===== src/rtl/mat_pkg.sv =====
// Shared constants, FSM state type and packing helper for the
// systolic-array operand loader.
package mat_pkg;

    localparam int DW         = 4;
    localparam int N          = 3;
    localparam int NELEM      = N * N;
    localparam int RUN_CYCLES = 8;
    localparam int IW         = $clog2(NELEM);
    localparam int CW         = $clog2(RUN_CYCLES);

    typedef enum logic [2:0] {
        LOAD_A,
        LOAD_B,
        CLR,
        RUN,
        DONE
    } state_t;

    function automatic int elem_lsb(input int k);
        return DW * k;
    endfunction

endpackage


===== src/rtl/mat_pack_reg.sv =====
// Packed operand register bank: NELEM slots of DW bits, one slot
// written per enabled cycle at position idx.
module mat_pack_reg
    import mat_pkg::*;
(
    input  logic                  clk,
    input  logic                  rst,
    input  logic                  we,
    input  logic [IW-1:0]         idx,
    input  logic [DW-1:0]         din,
    output logic [NELEM*DW-1:0]   q
);

    always_ff @(posedge clk or negedge rst) begin
        if (!rst) begin
            q <= '0;
        end else if (we) begin
            for (int k = 0; k < NELEM; k++) begin
                if (idx == IW'(k)) begin
                    q[elem_lsb(k) +: DW] <= din;
                end
            end
        end
    end

endmodule


===== src/rtl/mat_operand_loader.sv =====
// Streams A then B into packed operand buses and sequences the array.
// Optional LOADER_BREUSE_EN adds keep_b to reuse the previous B.
module mat_operand_loader
    import mat_pkg::*;
(
    input  logic                  clk,
    input  logic                  rst,
`ifdef LOADER_BREUSE_EN
    input  logic                  keep_b,
`endif
    input  logic                  s_valid,
    output logic                  s_ready,
    input  logic [DW-1:0]         s_data,
    output logic [NELEM*DW-1:0]   arr_in1,
    output logic [NELEM*DW-1:0]   arr_in2,
    output logic                  arr_rst,
    output logic                  arr_en,
    output logic                  done,
    output logic                  busy
);

    state_t        state, nstate;
    logic [IW-1:0] idx;
    logic [CW-1:0] cnt;
    logic          xfer, last, skip_b;
    logic          nxt_ready, nxt_arst, nxt_en, nxt_done, nxt_busy;

    // s_ready is only high in a load state, so it alone qualifies a transfer
    assign xfer = s_valid & s_ready;
    assign last = (idx == IW'(NELEM - 1));

`ifdef LOADER_BREUSE_EN
    assign skip_b = keep_b;
`else
    assign skip_b = 1'b0;
`endif

    always_ff @(posedge clk or negedge rst) begin
        if (!rst) begin
            state <= LOAD_A;
        end else begin
            state <= nstate;
        end
    end

    always_comb begin
        nstate = state;
        unique case (state)
            LOAD_A: if (xfer && last) nstate = skip_b ? CLR : LOAD_B;
            LOAD_B: if (xfer && last) nstate = CLR;
            CLR:    nstate = RUN;
            RUN:    if (cnt == '0) nstate = DONE;
            DONE:   nstate = LOAD_A;
            default: nstate = LOAD_A;
        endcase
    end

    always_comb begin
        nxt_ready = 1'b0;
        nxt_arst  = 1'b0;
        nxt_en    = 1'b0;
        nxt_done  = 1'b0;
        nxt_busy  = 1'b0;
        unique case (nstate)
            LOAD_A, LOAD_B: nxt_ready = 1'b1;
            CLR:  begin nxt_arst = 1'b1; nxt_busy = 1'b1; end
            RUN:  begin nxt_en   = 1'b1; nxt_busy = 1'b1; end
            DONE: begin nxt_done = 1'b1; nxt_busy = 1'b1; end
            default: ;
        endcase
    end

    always_ff @(posedge clk or negedge rst) begin
        if (!rst) begin
            s_ready <= 1'b0;
            arr_rst <= 1'b0;
            arr_en  <= 1'b0;
            done    <= 1'b0;
            busy    <= 1'b0;
        end else begin
            s_ready <= nxt_ready;
            arr_rst <= nxt_arst;
            arr_en  <= nxt_en;
            done    <= nxt_done;
            busy    <= nxt_busy;
        end
    end

    always_ff @(posedge clk or negedge rst) begin
        if (!rst) begin
            idx <= '0;
            cnt <= '0;
        end else begin
            if (xfer) idx <= last ? '0 : idx + 1'b1;
            if (state == CLR) begin
                cnt <= CW'(RUN_CYCLES - 1);
            end else if (state == RUN) begin
                cnt <= cnt - 1'b1;
            end
        end
    end

    mat_pack_reg u_a (
        .clk (clk),
        .rst (rst),
        .we  (xfer && state == LOAD_A),
        .idx (idx),
        .din (s_data),
        .q   (arr_in1)
    );

    mat_pack_reg u_b (
        .clk (clk),
        .rst (rst),
        .we  (xfer && state == LOAD_B),
        .idx (idx),
        .din (s_data),
        .q   (arr_in2)
    );

endmodule

===== config.mk =====
export PLATFORM = sky130hd
export DESIGN_NAME = mat_operand_loader
export DESIGN_NICKNAME = d
export VERILOG_FILES = /design/src/rtl/mat_pkg.sv /design/src/rtl/mat_pack_reg.sv /design/src/rtl/mat_operand_loader.sv
export SDC_FILE = /design/constraint.sdc
export NUM_CORES = 1
export LEC_CHECK = 0
export CORE_MARGIN = 4
export CORE_UTILIZATION = 45
export CTS_CLUSTER_DIAMETER = 200
export CTS_CLUSTER_SIZE = 30
export DETAILED_ROUTE_END_ITERATION = 10
export HOLD_SLACK_MARGIN = 0.1
export PLACE_DENSITY_LB_ADDON = 0.2
export SETUP_SLACK_MARGIN = 0.3
export SLEW_MARGIN = 20
export SYNTH_ARGS = -nofsm -noshare
export SYNTH_HDL_FRONTEND = slang
export SYNTH_SLANG_ARGS = --single-unit
export TNS_END_PERCENT = 20

===== constraint.sdc =====
create_clock -name clk -period 3.4 [get_ports clk]
set_clock_uncertainty 0.15 [all_clocks]
set_input_delay 0.68 -clock clk [delete_from_list [all_inputs] [get_ports clk]]
set_output_delay 0.68 -clock clk [all_outputs]
set_load 0.1 [all_outputs]

==> metrics.md, run 1 <==
| Metric | Value |
|---|---|
| Via count | `2316` |
| Slew margin rel. | `43.81%` |
| Top cell type's share of synthesized area | `59.51%` |
| Largest cells by area after synthesis | `dfrtp_1 (60%), mux2_2 (22%), ha_1 (2.1%)` |
| Cells after Synth | `253` |
| Slowest-stage cell, CP | `clkdlybuf4s50_1` |
| Setup Viol. Count Final | `0` |
| Ports | `84` |
| Initial antenna violation count | `0` |
| Dpl hpwl | `5.395 mm` |
| Largest net degree at the start of global routing | `48` |
| Clock-pin slew on the worst setup and hold paths | `0.08 ns` |
| Met2 Track Usage GR | `25.76%` |
| GRT Total Usage | `17.22%` |
| H-tree levels | `3` |
| Ant diodes | `0` |
| Worst setup EP type | `flop` |
| RSZ-0062 raised after global routing | `false` |
| Clock latency on the worst-skew pair | `0.35 ns` |
| Cells along the critical path | `clkdlybuf4s50_1 -> nand2_1 -> nor4_4 -> mux2_2` |
| Root buf cell | `clkbuf_8` |
| Req. time, crit path | `3.48 ns` |
| Buf/Inv on CP | `1` |
| Synth Net Count | `266` |
| Status | `finished, final reports clean` |
| Most frequent cells in the layout | `dfrtp_1 (87), buf_4 (78), mux2_2 (73), nand2_1 (9), clkbuf_8 (9)` |
| Area growth syn-to-layout | `25.14%` |
| Die W | `98.17 um` |
| Initial core utilization | `46.86%` |
| GR Layer Usage met3 | `5.643%` |
| Fin crit period | `2.515 ns` |
| First-pass GRT wire length | `13.20 mm` |
| Worst-Margin Slew | `0.8428 ns` |
| Total Neg Setup Slack | `0 ns` |
| Antenna-violating nets left | `0` |
| CP Launch Type | `primary input` |
| Routed wire length per instance | `17.76 um` |
| GRT Max-Usage Layer | `met2` |
| Final #Nets | `348` |
| Delay-heaviest family, CP | `simple AND/OR/NAND/NOR gates` |
| Initial DRC count | `51` |
| Commonest non-fill, non-tap cell in the layout | `dfrtp_1` |
| DR DRC count | `0` |
| Cts hold-fix bufs | `0` |
| Total CTS buffers | `9` |
| Setup CP Type | `in2reg` |
| Fin crit share | `73.98%` |
| GRT overflow | `0` |
| Register area share after synthesis | `59.51%` |
| WP data arrival | `2.60 ns` |
| Max incr delay on CP | `0.55 ns` |
| Routed wire length | `7.795 mm` |
| Synth Cell Area | `3659 um2` |
| Layout cells sized above 1 | `51.93%` |
| Final Max Tran Viols | `0` |
| Die ar. | `9636 um2` |
| Storage cell area | `2177 um2` |
| Postcts setup bufs | `0` |
| # port buffers | `83` |
| Via density per instance | `5.276` |
| Mapped Avg Cell Area | `14.46 um2` |
| Routability cong. | `0.8044` |
| Max Clock Freq | `0.3976 GHz` |
| CTS tree | `built` |
| Number of global-route vias before repair | `2444` |
| Fillers | `675` |
| GRT met1 Usage | `23.97%` |
| Clock sink count | `87` |
| Post-CTS resize count | `0` |
| Max cap viols | `0` |
| Number of synthesized register bits | `87` |
| Multi-input gate area | `1390 um2` |
| Ys Warns | `0` |
| Core Area | `7807 um2` |
| Crit path max fanout | `11` |
| Post-synth cell types | `37` |
| DR pass1 iterations | `4` |
| Cell row count | `32` |
| Post-synth top area cell | `dfrtp_1` |
| Final hold violations | `0` |
| Die height | `98.17 um` |
| HP Class | `in2async` |
| Clock Tree Buf Depth | `2` |
-- cells by family (layout without fill, tap and decap cells) --
kind of cell	Yosys count	count (layout)	synth area share (%)
AO/OA/AOI/OAI	9	9	1.505
adder cells (fa/ha/maj)	6	6	2.052
buffers and inverters	21	105	2.497
flip-flops	87	87	59.51
multiplexers	73	73	22.47
AND/OR/NAND/NOR	57	57	11.97
-- stage by stage --
step / cell area [um2] / instances / setup slack (ns) / hold slack [ns] / util (%)
2_1_floorplan: 3659 / 253 / 0.9747 / 0.2344 / -
3_3_place_gp: 4380 / 426 / 0.5874 / 0.3410 / 56.11
3_5_place_dp: 4380 / 426 / 0.5294 / 0.3460 / 56.11
4_1_cts: 4578 / 439 / 0.8726 / 0.1674 / 58.64
5_1_grt: 4578 / 439 / 0.7697 / 0.1886 / 58.64
6_report: 4578 / 439 / 0.8847 / 0.1534 / 58.64
-- layer usage --
layer,up-vias,share of wire [%]
met4,0,1.3
met1,1195,47
li1,1057,-
met3,9,6.4
met2,55,45
met5,-,0
-- worst register-to-register path, delay by kind of cell, from the launching register on --
kind / cells / cell delay (ns)
flip-flops: 1 / 0.53
AND/OR/NAND/NOR: 2 / 1.33
multiplexers: 1 / 0.37
-- state kept, by name, indices dropped and copies added (netlist names) --
| signal | count |
|---|---|
| cnt | 3 |
| arr_en | 1 |
| done | 1 |
| busy | 1 |
| u_b.q | 36 |
| idx | 4 |
| s_ready | 1 |
| u_a.q | 36 |
| state | 3 |
| arr_rst | 1 |
-- area by class of cell --
class	count	share of cell area [%]
Clock inverter	4	1.612
Multi-Input combinational cell	145	30.36
Clock buffer	9	2.706
Timing Repair Buffer	84	14.32
Sequential cell	87	47.55
Inverter	8	0.6559
Tap cell	102	2.788
-- final timing paths --
| kind | from | endpoint | slack [ns] | cells after the start |
|---|---|---|---|---|
| max in group asynchronous | rst | state[0] | 2.32 | 2 |
| worst max-delay path | s_valid | u_a.q[15] | 0.88 | 4 |
| min in group clk | u_b.q[16] | u_b.q[16] | 0.36 | 1 |
| worst min register to register | u_b.q[16] | u_b.q[16] | 0.36 | 1 |
| worst max register to register | idx[2] | u_a.q[2] | 0.90 | 3 |
| worst min-delay path | rst | done | 0.15 | 1 |
-- cell usage after synthesis, drive strengths merged --
cell type / number
ha: 6
nor3b: 2
or3: 1
nor4: 4
clkbuf: 10
nand2: 9
a21o: 1
and3: 3
o21ai: 3
or4: 1
and3b: 1
nand4: 7
nand4b: 1
and2: 2
or2: 1
a211o: 1
nor3: 5
and4bb: 1
mux2: 73
nor2b: 2
buf: 3
nor2: 7
a21oi: 1
a31oi: 3
nand2b: 1
inv: 8
or4b: 2
and4b: 1
dfrtp: 87
nand3: 4
nor4b: 1
nor4bb: 1
Power of run 1 is not shown: default switching activity piles up to over one toggle a cycle in this logic, so the estimate is an artifact.
==> run 2, diff against run 1 <==
==> constraint.sdc (replaced) <==
create_clock -name clk -period 2.6 [get_ports clk]
set_clock_uncertainty 0.15 [all_clocks]
set_input_delay 0.52 -clock clk [delete_from_list [all_inputs] [get_ports clk]]
set_output_delay 0.52 -clock clk [all_outputs]
set_load 0.1 [all_outputs]
==> run 2 against run 1 <==
  * Sequential cell count did not move
  * Hold slack improved by 0.21 ns
  * Non-clock buffer count rose by 14
==> metrics.md, run 2 (synthesized netlist as in run 1, its figures left out) <==
| Metric | Value |
|---|---|
| Dpl hpwl | `5.453 mm (+1.1%)` |
| Crit path max fanout | `9 (-2)` |
| Total Neg Setup Slack | `0 ns (unchanged)` |
| Die W | `98.17 um (unchanged)` |
| Total CTS buffers | `9 (unchanged)` |
| Max cap viols | `0 (unchanged)` |
| Largest regs | `u_a.q: 36 flops, u_b.q: 36 flops, idx: 4 flops` |
| Ant diodes | `0 (unchanged)` |
| Layout cells sized above 1 | `53.95% (+2.0 points)` |
| Core Area | `7807 um2 (unchanged)` |
| CTS tree | `built` |
| Multi-input gate area | `1390 um2 (unchanged)` |
| Critical R2R Launch | `idx[3]` |
| Clock sink count | `87 (unchanged)` |
| First-pass GRT wire length | `13.08 mm (-0.89%)` |
| Worst setup EP type | `flop` |
| Setup CP Type | `reg2reg` |
| Initial antenna violation count | `0 (unchanged)` |
| Die height | `98.17 um (unchanged)` |
| Most frequent cells in the layout | `buf_4 (91), dfrtp_1 (86), mux2_2 (73), clkbuf_8 (11), nand2_1 (9)` |
| Ports | `84 (unchanged)` |
| Max Clock Freq | `0.4597 GHz` |
| Routed wire length per instance | `16.99 um (-4.3%)` |
| Hold path endpoint | `u_b.q[34]` |
| R2R depth | `4 (+1)` |
| Via density per instance | `5.101 (-3.3%)` |
| Slowest-stage cell, CP | `or4_1` |
| Fin crit period | `2.175 ns` |
| DR DRC count | `0 (unchanged)` |
| Initial DRC count | `91 (+78%)` |
| WP data arrival | `2.26 ns (-0.34 ns)` |
| Hold depth | `1` |
| Reg-to-reg setup timing slack | `0.42 ns (-0.48 ns)` |
| Via count | `2326 (+0.43%)` |
| Clock Tree Buf Depth | `2 (unchanged)` |
| Clock-pin slew on the worst setup and hold paths | `0.08 ns (about the same)` |
| RSZ-0062 raised after global routing | `false` |
| Largest net degree at the start of global routing | `52 (+8.3%)` |
| Routed wire length | `7.746 mm (-0.63%)` |
| Final hold violations | `0 (unchanged)` |
| Slew margin rel. | `48.12% (+4.3 points)` |
| Max incr delay on CP | `0.50 ns (-0.05 ns)` |
| Buf/Inv on CP | `1 (unchanged)` |
| Number of global-route vias before repair | `2452 (+0.33%)` |
| Final Max Tran Viols | `0 (unchanged)` |
| Commonest non-fill, non-tap cell in the layout | `buf_4` |
| Req. time, crit path | `2.68 ns (-0.80 ns)` |
| Initial core utilization | `46.86% (unchanged)` |
| Antenna-violating nets left | `0 (unchanged)` |
| Hold Startpoint | `u_b.q[34]` |
| Area growth syn-to-layout | `27.74%` |
| Worst-Margin Slew | `0.7758 ns (-0.06697 ns)` |
| # port buffers | `83 (unchanged)` |
| Root buf cell | `clkbuf_8` |
| Delay-heaviest family, CP | `simple AND/OR/NAND/NOR gates` |
| Cells along the critical path | `or4_1 -> buf_4 -> nor4b_4 -> mux2_2` |
| Fin crit share | `83.66%` |
| Cell row count | `32 (unchanged)` |
| Routability cong. | `0.8337 (+3.6%)` |
| GRT Total Usage | `17.05% (-0.17 points)` |
| H-tree levels | `3 (unchanged)` |
| GRT overflow | `0 (unchanged)` |
| HP Class | `reg2reg` |
| Setup Viol. Count Final | `0 (unchanged)` |
| Fillers | `647 (-4.1%)` |
| Status | `finished, final reports clean` |
| CP Launch Type | `flop` |
| Final #Nets | `362 (+4.0%)` |
| Clock latency on the worst-skew pair | `0.34 ns (about the same)` |
| Die ar. | `9636 um2 (unchanged)` |
| FF-to-FF End | `u_a.q[3]` |
| Storage cell area | `2178 um2 (about the same)` |
| DR pass1 iterations | `4 (unchanged)` |
run 2: cell types whose count changed in the layout (fill, tap and decap cells not counted), sizes merged:
| cell | change |
|---|---|
| dlygate4sd3 | +1 |
| clkinvlp | +2 |
| buf | +13 |
| inv | +1 |
| bufinv | -2 |
| clkinv | -1 |
| clkbuf | +3 |
run 2: cell type report:
class / instances / share of cell area [%]
flip-flops and latches: 87 / 46.61
clock inverters: 4 / 0.6158
clock buffers: 12 / 3.320
well taps: 102 / 2.731
multi-input cells: 145 / 29.75
repair buffers: 98 / 16.33
inverters: 8 / 0.6426
run 2: repair_timing:
action / in CTS / in global routing
resized for setup: 0 / 0
hold buffers: 1 / 0
hold endpoints to repair: 25 / 0
endpoints found under the setup margin: 0 / 0
buffers inserted: 0 / 0
run 2: worst register-to-register path, cell delays in order, from the launching register on:
cell	delay, ns
dfrtp_1	0.48
or4_1	0.50
buf_4	0.22
nor4b_4	0.34
mux2_2	0.38
run 2: metrics by stage:
| stage | instance area [um2] | utilization (%) | setup slack (ns) | hold slack (ns) | std cells |
|---|---|---|---|---|---|
| 6_report | 4673 | 59.86 | 0.4249 | 0.3624 | 456 |
| 4_1_cts | 4673 | 59.86 | 0.4091 | 0.3671 | 456 |
| 3_5_place_dp | 4479 | 57.37 | 0.1605 | 0.3094 | 439 |
| 2_1_floorplan | 3660 | - | 0.5089 | 0.07441 | 253 |
| 5_1_grt | 4673 | 59.86 | 0.3204 | 0.3795 | 456 |
| 3_3_place_gp | 4479 | 57.37 | 0.1619 | 0.3075 | 439 |
run 2: worst max-delay path by stage:
stage                     startpoint   endpoint  slack [ns]  cells past startpoint
final                         idx[3]   u_a.q[3]        0.42                      4
after global routing          idx[3]   u_a.q[2]        0.32                      4
after CTS                     idx[3]   u_a.q[2]        0.41                      4
after detailed placement     s_valid  u_a.q[35]        0.16                      4
after global placement       s_valid  u_a.q[35]        0.16                      4
after floorplan              s_ready     idx[3]        0.51                      4
run 2: per-layer routing:
metal  track usage (%)  vias to the layer above  share of wire, %
met4             7.038                        0               2.3
met3             5.000                       13               5.9
met2             25.29                       59                46
li1                  -                     1088                 -
met1             23.57                     1166                46
met5                 0                        -                 0
Power of run 2 is left out for the same reason.
